$ cat src/rtl/cd_tx_frame.sv
`default_nettype none
// ----------------------------------------------------------------------------
// cd_tx_frame : feeds a buffered CDBUS frame byte-by-byte to the TX serializer
//               and appends the serializer's CRC. Handles retry/drop.
// Revision    : 1.0
// ----------------------------------------------------------------------------
module cd_tx_frame (
  input  logic        clk,
  input  logic        reset_n,
  input  logic        frame_valid,
  output logic [7:0]  rd_addr,
  input  logic [7:0]  rd_data,
  output logic        frame_done,
  output logic        frame_err,
  output logic        busy,
  input  logic [2:0]  retry_max,
  output logic [7:0]  data,
  output logic        has_data,
  input  logic        ack_data,
  output logic        is_crc_byte,
  output logic        is_last_byte,
  input  logic [15:0] crc_data,
  input  logic        cd,
  input  logic        err,
  input  logic        abort
);

  typedef enum logic [2:0] {
    S_IDLE  = 3'd0,
    S_FETCH = 3'd1,
    S_SEND  = 3'd2,
    S_CRC_L = 3'd3,
    S_CRC_H = 3'd4
  } state_t;

  localparam logic [7:0] c_LEN_MAX = 8'd253;

  state_t     state_q, state_d;
  logic       fetch_ph_q, fetch_ph_d;
  logic [7:0] rd_addr_q, rd_addr_d;
  logic [7:0] data_q, data_d;
  logic [7:0] pf_q, pf_d;
  logic [7:0] idx_q, idx_d;
  logic [7:0] len_q, len_d;
  logic [2:0] retry_q, retry_d;
  logic       req_q, req_d;
  logic       cap_q, cap_d;
  logic       done_q, done_d;
  logic       err_q, err_d;

  logic [7:0] w_pf;
  logic [7:0] w_last;
  logic [8:0] w_next_rd;
  logic       w_active;

  // RAM read issued by req_q returns on rd_data while cap_q is high
  assign w_pf      = cap_q ? rd_data : pf_q;
  assign w_last    = len_q + 8'd2;
  assign w_next_rd = {1'b0, idx_q} + 9'd2;
  assign w_active  = (state_q != S_IDLE);

  always_ff @(posedge clk or negedge reset_n) begin
    if (!reset_n) begin
      state_q    <= S_IDLE;
      fetch_ph_q <= 1'b0;
      rd_addr_q  <= 8'd0;
      data_q     <= 8'd0;
      pf_q       <= 8'd0;
      idx_q      <= 8'd0;
      len_q      <= 8'd0;
      retry_q    <= 3'd0;
      req_q      <= 1'b0;
      cap_q      <= 1'b0;
      done_q     <= 1'b0;
      err_q      <= 1'b0;
    end else begin
      state_q    <= state_d;
      fetch_ph_q <= fetch_ph_d;
      rd_addr_q  <= rd_addr_d;
      data_q     <= data_d;
      pf_q       <= pf_d;
      idx_q      <= idx_d;
      len_q      <= len_d;
      retry_q    <= retry_d;
      req_q      <= req_d;
      cap_q      <= cap_d;
      done_q     <= done_d;
      err_q      <= err_d;
    end
  end

  always_comb begin
    state_d    = state_q;
    fetch_ph_d = fetch_ph_q;
    rd_addr_d  = rd_addr_q;
    data_d     = data_q;
    pf_d       = pf_q;
    idx_d      = idx_q;
    len_d      = len_q;
    retry_d    = retry_q;
    req_d      = 1'b0;
    cap_d      = req_q;
    done_d     = 1'b0;
    err_d      = 1'b0;

    if (cap_q) begin
      pf_d = rd_data;
      if (rd_addr_q == 8'd2) begin
        len_d = (rd_data > c_LEN_MAX) ? c_LEN_MAX : rd_data;
      end
    end

    case (state_q)
      S_IDLE: begin
        if (frame_valid) begin
          state_d    = S_FETCH;
          fetch_ph_d = 1'b0;
          retry_d    = 3'd0;
          rd_addr_d  = 8'd0;
          len_d      = 8'd0;
          cap_d      = 1'b0;
        end
      end
      S_FETCH: begin
        if (!fetch_ph_q) begin
          rd_addr_d  = 8'd1;
          req_d      = 1'b1;
          fetch_ph_d = 1'b1;
        end else begin
          data_d  = rd_data;
          idx_d   = 8'd0;
          state_d = S_SEND;
        end
      end
      S_SEND: begin
        if (ack_data) begin
          if (idx_q < w_last) begin
            data_d = w_pf;
            idx_d  = idx_q + 8'd1;
            // Only refill while the next prefetch target is still inside the frame
            if (w_next_rd <= {1'b0, w_last}) begin
              rd_addr_d = w_next_rd[7:0];
              req_d     = 1'b1;
            end
          end else begin
            state_d = S_CRC_L;
          end
        end
      end
      S_CRC_L: begin
        if (ack_data) begin
          state_d = S_CRC_H;
        end
      end
      S_CRC_H: begin
        if (ack_data) begin
          state_d   = S_IDLE;
          done_d    = 1'b1;
          rd_addr_d = 8'd0;
        end
      end
      default: begin
        state_d = S_IDLE;
      end
    endcase

    // Line events override the handshake: abort/err drop, cd rewinds or drops
    if (w_active) begin
      if (abort || err || (cd && (retry_q >= retry_max))) begin
        state_d   = S_IDLE;
        err_d     = 1'b1;
        done_d    = 1'b0;
        rd_addr_d = 8'd0;
        req_d     = 1'b0;
        cap_d     = 1'b0;
      end else if (cd) begin
        state_d    = S_FETCH;
        fetch_ph_d = 1'b0;
        retry_d    = retry_q + 3'd1;
        rd_addr_d  = 8'd0;
        req_d      = 1'b0;
        cap_d      = 1'b0;
      end
    end
  end

  always_comb begin
    data = 8'd0;
    case (state_q)
      S_SEND:  data = data_q;
      S_CRC_L: data = crc_data[7:0];
      S_CRC_H: data = crc_data[15:8];
      default: data = 8'd0;
    endcase
  end

  assign rd_addr      = rd_addr_q;
  assign has_data     = (state_q == S_SEND) || (state_q == S_CRC_L) || (state_q == S_CRC_H);
  assign is_crc_byte  = (state_q == S_CRC_L) || (state_q == S_CRC_H);
  assign is_last_byte = (state_q == S_CRC_H);
  assign busy         = w_active;
  assign frame_done   = done_q;
  assign frame_err    = err_q;

endmodule
`default_nettype wire

$ cat config.mk
export PLATFORM = sky130hd
export DESIGN_NAME = cd_tx_frame
export DESIGN_NICKNAME = d
export VERILOG_FILES = /design/src/rtl/cd_tx_frame.sv
export SDC_FILE = /design/constraint.sdc
export NUM_CORES = 1
export LEC_CHECK = 0
export ABC_CLOCK_PERIOD_IN_PS = 3250
export BUFFER_PORTS_ARGS = -buffer_cell sky130_fd_sc_hd__buf_2
export CAP_MARGIN = 40
export CELL_PAD_IN_SITES_DETAIL_PLACEMENT = 0
export CELL_PAD_IN_SITES_GLOBAL_PLACEMENT = 1
export CORE_UTILIZATION = 40
export CTS_BUF_LIST = sky130_fd_sc_hd__clkbuf_2 sky130_fd_sc_hd__clkbuf_4 sky130_fd_sc_hd__clkbuf_8
export CTS_CLUSTER_DIAMETER = 30
export DETAILED_ROUTE_END_ITERATION = 16
export GPL_ROUTABILITY_DRIVEN = 0
export PLACE_DENSITY = 0.74
export SLEW_MARGIN = 20
export SYNTH_ARGS = -nofsm -noshare
export SYNTH_HDL_FRONTEND = slang
export SYNTH_SLANG_ARGS = --single-unit
export TNS_END_PERCENT = 10
$ cat constraint.sdc
create_clock -name clk -period 3.25 [get_ports clk]
set_input_delay 0.325 -clock clk [delete_from_list [all_inputs] [get_ports clk]]
set_output_delay 0.325 -clock clk [all_outputs]
set_load 0.02 [all_outputs]
==> metrics.md, run 1 <==
| Metric | Value |
|---|---|
| Outcome | finished, final reports clean |
| Iteration-0 DRC Markers | 106 |
| Number of global-route vias before repair | 2691 |
| Final Hold Fails | 0 |
| # diodes | 0 |
| Post-CTS Resized | 0 |
| Post-synthesis cell count | 358 |
| R2r setup slk | 0.19 ns |
| CTS tree | done |
| Slowest stage delay, CP | 0.61 ns |
| DRT Pass-1 Iters | 4 |
| Fin crit share | 94.0% |
| Initial antenna violation count | 0 |
| IO Count | 56 |
| FP Rows | 33 |
| Crit-path leading delay family | simple AND/OR/NAND/NOR gates |
| FILL cells | 791 |
| Initial core utilization | 41.2% |
| Syn Nets | 412 |
| Global route hottest layer | met2 |
| Sink Count | 51 |
| GRT Total Usage | 19.2% |
| Fmax | 327 MHz |
| Slew HR | 55.1% |
| Wire per inst | 14.8 um |
| Grt total ovfl | 0 |
| Mean Syn Cell Area | 9.45 sq um |
| Worst-Margin Slew | 0.669 ns |
| Distinct cell type count of the synthesized netlist | 55 |
| Crit-path cells | ha_1 -> and3_2 -> xnor2_1 -> ha_1 -> o21a_1 -> nor2_1 -> a21oi_1 -> o211a_2 -> or2_1 -> or4_4 -> o22ai_2 |
| Depth of the CTS H-tree | 2 |
| Pwr dens | 659 mW/mm^2 |
| Final ANT Viol Nets | 0 |
| Vias/cell | 5.22 |
| GRT met2 Usage | 30.7% |
| Met3 usage | 2.75% |
| CP max FO | 8 |
| Core ar. | 0.00822 sq mm |
| Crit end category | flip-flop |
| Die ar. | 0.00883 sq mm |
| Clk buf depth | 2 |
| Yosys reg bits | 51 |
| DR vias | 2726 |
| Share of layout cells above drive strength 1 | 24.2% |
| Clock Tree Root | clkbuf_8 |
| Synth Flop Type | dfrtp_1 |
| Worst EP required | 3.48 ns |
| Clock skew | 0.00681 ns |
| Worst setup SP type | flip-flop |
| Die Ht | 94.0 um |
| DPL Wire Length | 5840 um |
| HP Class | input pin to flip-flop |
| First-pass GRT wire length | 13300 um |
| RSZ-0062 raised after global routing | no |
| Buf/Inv on CP | 0 |
| Max Slew Vio Count | 0 |
| Static leakage | 1.90 nW |
| Clock-pin slew on the worst setup and hold paths | 0.09 ns |
| I/O Buffers | 55 |
| Worst endpoint data arrival time | 3.29 ns |
| Drt total wl | 7720 um |
| Asr flop ratio synth | 100% |
| Chip width | 94.0 um |
| CP dominant cell by count | ha_1 |
| Seq/Total Area, Yosys | 37.7% |
| Ys Warns | 0 |
| Setup TNS | 0 ns |
| Synth-to-Final Area Change | 16.5% |
| Clk Latency, worst-skew pair | 0.31 ns |
| Max_cap viols | 0 |
| Crit-path slowest cell | or4_4 |
| Fin crit period | 3.06 ns |
| Placed Cells | 511 |
| Total clock buffers created by CTS | 5 |
| Met1 Use GR | 27.6% |
| Nets | 470 |
| Post-synth EDFFs | 0 |
| Non-filler cells, final | 522 |
| Mapped Area | 0.00338 sq mm |
| Pin count of the biggest net entering global routing | 34 |
| WS Path Type | flip-flop to flip-flop |
| VDD IR max | 0.284 mV |
| Finish-stage setup viols | 0 |
| Drc violations | 0 |
cells in the final DEF, fill, tap and decap left out, drive strengths merged, types with 7 or more instances in the layout:
cell    Yosys  routed
a21oi      13      13
buf         4      66
clkbuf     12       8
dfrtp      51      51
ha         20      20
inv        32      32
mux2        9       9
mux2i      31      31
nand2      24      24
nand3       8       8
nor2       37      37
nor3       11      11
nor4        7       7
o21ai      16      16
o22ai      11      11
xnor2      12      12
layout make-up:
class / instances / area (sq um) / share of cell area (%)
inverters: 32 / 120 / 3.05
well taps: 105 / 131 / 3.33
multi-input cells: 259 / 1910 / 48.5
flip-flops and latches: 51 / 1280 / 32.4
clock buffers: 8 / 104 / 2.63
repair buffers: 67 / 400 / 10.2
per-layer routing:
layer,routed length [um],vias up,part of all wire (%)
li1,-,1379,-
met1,3910,1287,51
met2,3490,53,45
met3,249,7,3.2
met4,61,0,0.79
met5,0,-,0
worst paths after layout:
check | startpoint | endpoint | cells after the start
max | len_q[2] | rd_addr[1] | 11
min | cd | frame_done | 2
max reg2reg | len_q[2] | rd_addr[1] | 11
min reg2reg | pf_q[2] | pf_q[2] | 1
max in group asynchronous | reset_n | pf_q[0] | 4
min in group asynchronous | reset_n | idx_q[5] | 2
registers in the layout, indices dropped and copies added (netlist names):
register / count
cap_q: 1
frame_done: 1
idx_q: 8
req_q: 1
data_q: 8
pf_q: 8
state_q: 3
frame_err: 1
retry_q: 3
rd_addr: 8
len_q: 8
fetch_ph_q: 1
kinds of logic after synthesis:
family | after synthesis | synth area share [%]
compound gates | 66 | 15.2
flops | 51 | 37.7
buf+inv | 48 | 5.81
mux | 40 | 12.2
fa+ha+maj | 20 | 7.40
simple gates | 118 | 17.9
xor+xnor | 15 | 3.88
stage by stage:
stage	setup slack [ns]	instance area (sq um)	utilization (%)	hold slack (ns)	total power [mW]
after floorplan	0.227	3380	-	0.0294	1.83
after global placement	0.225	3780	46.0	0.461	2.14
after detailed placement	0.129	3780	46.0	0.460	2.16
after CTS	0.128	3880	47.3	0.125	2.58
after global routing	0.0105	3940	48.0	0.231	2.80
final	0.194	3940	48.0	0.233	2.60
power by group:
group	leakage, nW	switching (mW)	internal [mW]	total [mW]
Combinational	1.18	0.717	0.554	1.27
Sequential	0.670	0.120	0.794	0.914
Clock	0.0549	0.212	0.203	0.415
synthesized netlist by cell type, drive strengths merged (2+ instances only):
cell type,n,area [sq um]
o21ai,16,80.1
nor3,11,66.3
o22ai,11,126
nand3,8,45.0
xor2,3,26.3
and3,5,32.5
mux2,9,101
o21a,3,22.5
inv,32,120
buf,4,31.3
xnor2,12,105
o311a,2,20.0
nor2b,3,18.8
o31ai,2,28.8
and2,2,12.5
a221oi,2,17.5
nor2,37,141
ha,20,250
a31oi,3,25.0
a21oi,13,65.1
nor3b,2,15.0
nand4b,3,26.3
dfrtp,51,1280
mux2i,31,310
nand2b,5,31.3
clkbuf,12,45.0
nor4,7,43.8
a221o,2,20.0
nand3b,2,15.0
nand2,24,92.6
nand4,5,31.3
a21o,4,30.0
timing repair:
action	in CTS	in global routing
setup endpoints to repair	0	8
hold buffers	0	1
endpoints found under the hold margin	0	9
setup buffers	0	1
No activity file was read; power rests on OpenSTA's default activity.
==> run 2: changes to the inputs <==
==> constraint.sdc (replaced) <==
create_clock -name clk -period 3.25 [get_ports clk]
set_input_delay 0.65 -clock clk [delete_from_list [all_inputs] [get_ports clk]]
set_output_delay 0.65 -clock clk [all_outputs]
set_load 0.02 [all_outputs]
==> run 2 against run 1 <==
Net effect:
- die area stayed put
- utilization is essentially flat
- clock skew rose by 0.0025 ns
- fmax is 1.8% higher
- non-clock buffer count is 1 lower
- largest power group unchanged
- highest routed layer unchanged
- total power up 1.7%
- critical path depth unchanged
- flip-flop and latch count unchanged
- sequential share of layout area hardly changed
==> metrics.md, run 2 (synthesis gave the netlist of run 1 again) <==
| Metric | Value |
|---|---|
| Depth of the CTS H-tree | 2 (unchanged) |
| DRT Pass-1 Iters | 4 (unchanged) |
| Clock-pin slew on the worst setup and hold paths | 0.10 ns (about the same) |
| # diodes | 0 (unchanged) |
| Worst endpoint data arrival time | 3.24 ns (-0.05 ns) |
| Number of global-route vias before repair | 2741 (+1.9%) |
| CTS tree | done |
| Max Slew Vio Count | 0 (unchanged) |
| Drt total wl | 7610 um (-1.4%) |
| Initial core utilization | 41.2% (unchanged) |
| DR vias | 2788 (+2.3%) |
| Clk Latency, worst-skew pair | 0.31 ns (about the same) |
| Fmax | 333 MHz (+1.8%) |
| Overall power | 2.64 mW (+1.7%) |
| Sink Count | 51 (unchanged) |
| Post-layout util | 48.0% (about the same) |
| Worst EP required | 3.49 ns (about the same) |
| FILL cells | 796 (+0.63%) |
| Pin count of the biggest net entering global routing | 29 (-15%) |
| Core ar. | 0.00822 sq mm (unchanged) |
| Fin crit period | 3.00 ns (-0.0553 ns) |
| Clock skew | 0.00928 ns (+0.00247 ns) |
| First-pass GRT wire length | 13100 um (-1.1%) |
| Grt total ovfl | 0 (unchanged) |
| Crit-path cells | ha_1 -> and3_2 -> xnor2_2 -> ha_1 -> o21a_1 -> nor2_1 -> a21oi_1 -> o211a_2 -> or2_1 -> or4_4 -> o22ai_2 |
| Multi-input gate area | 0.00193 sq mm (+0.79%) |
| Clk buf depth | 2 (unchanged) |
| R2r startpoint | len_q[2] |
| Setup TNS | 0 ns (unchanged) |
| Chip width | 94.0 um (unchanged) |
| Total clock buffers created by CTS | 5 (unchanged) |
| Worst-Margin Slew | 0.648 ns (-0.0212 ns) |
| Reg-to-Reg End | rd_addr[5] |
| Final ANT Viol Nets | 0 (unchanged) |
| Synth-to-Final Area Change | 16.6% (about the same) |
| Clock Tree Root | clkbuf_8 |
| Fin crit share | 92.3% (-1.7 points) |
| Vias/cell | 5.35 (+2.5%) |
| Worst setup SP type | flip-flop |
| Worst setup margin | 0.249 ns (+0.0553 ns) |
| Final Hold Fails | 0 (unchanged) |
| Slowest stage delay, CP | 0.61 ns (about the same) |
| Initial antenna violation count | 0 (unchanged) |
| Commonest non-fill, non-tap cell in the layout | buf_2 |
| Die ar. | 0.00883 sq mm (unchanged) |
| Pre-CTS WS | 0.169 ns (+0.0395 ns) |
| Iteration-0 DRC Markers | 105 (-0.94%) |
| CP max FO | 8 (unchanged) |
| Crit-path slowest cell | or4_4 |
| I/O Buffers | 55 (unchanged) |
| RSZ-0062 raised after global routing | no |
| Static leakage | 1.90 nW (about the same) |
| Crit end category | flip-flop |
| Drc violations | 0 (unchanged) |
| Register cell area after layout | 0.00128 sq mm (unchanged) |
| R2r setup slk | 0.25 ns (+0.06 ns) |
| Hold_buf cts | 0 (unchanged) |
| Nets | 469 (-0.21%) |
| VDD IR max | 0.329 mV (+16%) |
| WS Path Type | flip-flop to flip-flop |
| Reg2reg path depth | 11 (unchanged) |
| Slew HR | 56.6% (+1.4 points) |
| Die Ht | 94.0 um (unchanged) |
| Outcome | finished, final reports clean |
| Finish-stage setup viols | 0 (unchanged) |
| IO Count | 56 (unchanged) |
| Wire per inst | 14.6 um (-1.2%) |
| HP Class | input pin to asynchronous set/reset pin |
| Commonest non-fill, non-tap cells in the layout | buf_2, dfrtp_1, nor2_1 |
| Max_cap viols | 0 (unchanged) |
| CP dominant cell by count | ha_1 |
| DPL Wire Length | 5940 um (+1.7%) |
| GRT Total Usage | 18.9% (-0.25 points) |
| Pwr dens | 670 mW/mm^2 (+1.6%) |
| FP Rows | 33 (unchanged) |
| Share of layout cells above drive strength 1 | 24.8% (+0.54 points) |
## run 2: cell types whose count changed in the layout (fill, tap and decap cells not counted)
cell and delta:
buf_16 -1, buf_4 +1, bufinv_16 +1, clkbuf_4 -1, clkbuf_8 -1, dlygate4sd3_1 -1, inv_6 +1, xnor2_1 -1
xnor2_2 +1, xor2_1 -1, xor2_2 +1
## run 2: critical path, delay by kind of cell (launching register included)
family | cells | cell delay (ns)
XOR/XNOR | 1 | 0.15
AO/OA/AOI/OAI | 4 | 0.65
AND/OR/NAND/NOR | 4 | 1.21
adder cells (fa/ha/maj) | 2 | 0.50
flip-flops | 1 | 0.43
## run 2: worst max path at each step
| stage | endpoint | from | slack (ns) | cells past startpoint |
|---|---|---|---|---|
| finish | rd_addr[5] | len_q[2] | 0.25 | 11 |
| global route | rd_addr[5] | idx_q[2] | 0.02 | 13 |
| CTS | data_q[2] | len_q[2] | 0.14 | 12 |
| detailed placement | data_q[7] | len_q[2] | 0.17 | 12 |
| global placement | data_q[4] | len_q[2] | 0.23 | 12 |
| floorplan | rd_addr[1] | len_q[1] | 0.23 | 13 |
## run 2: repair_timing
item | 4_1_cts | 5_1_grt
buffers inserted | 0 | 1
gates resized for setup | 0 | 2
hold endpoints to repair | 0 | 0
endpoints found under the setup margin | 0 | 13
## run 2: cell type report
type | count | share of cell area (%)
well taps | 105 | 3.33
repair buffers | 66 | 9.39
clock buffers | 6 | 2.09
inverters | 32 | 3.04
multi-input cells | 259 | 48.8
clock inverters | 2 | 0.983
flip-flops and latches | 51 | 32.4
## run 2: through the flow
step	hold WS, ns	cell area [sq um]	instances
after CTS	0.363	3910	520
after floorplan	0.354	3380	358
final	0.353	3950	521
after global routing	0.395	3950	521
after global placement	0.481	3790	512
after detailed placement	0.487	3790	512
## run 2: power breakdown
group	internal (mW)	switching (mW)	total, mW
clock	0.254	0.221	0.474
combinational	0.550	0.710	1.26
sequential	0.794	0.115	0.909
total	1.60	1.05	2.64
## run 2: per-layer routing
metal | GRT usage, % | wire, um | vias up
met5 | 0 | 0 | -
met4 | 5.00 | 90 | 0
met3 | 2.35 | 252 | 9
met2 | 30.6 | 3570 | 56
met1 | 26.7 | 3690 | 1338
li1 | - | - | 1385
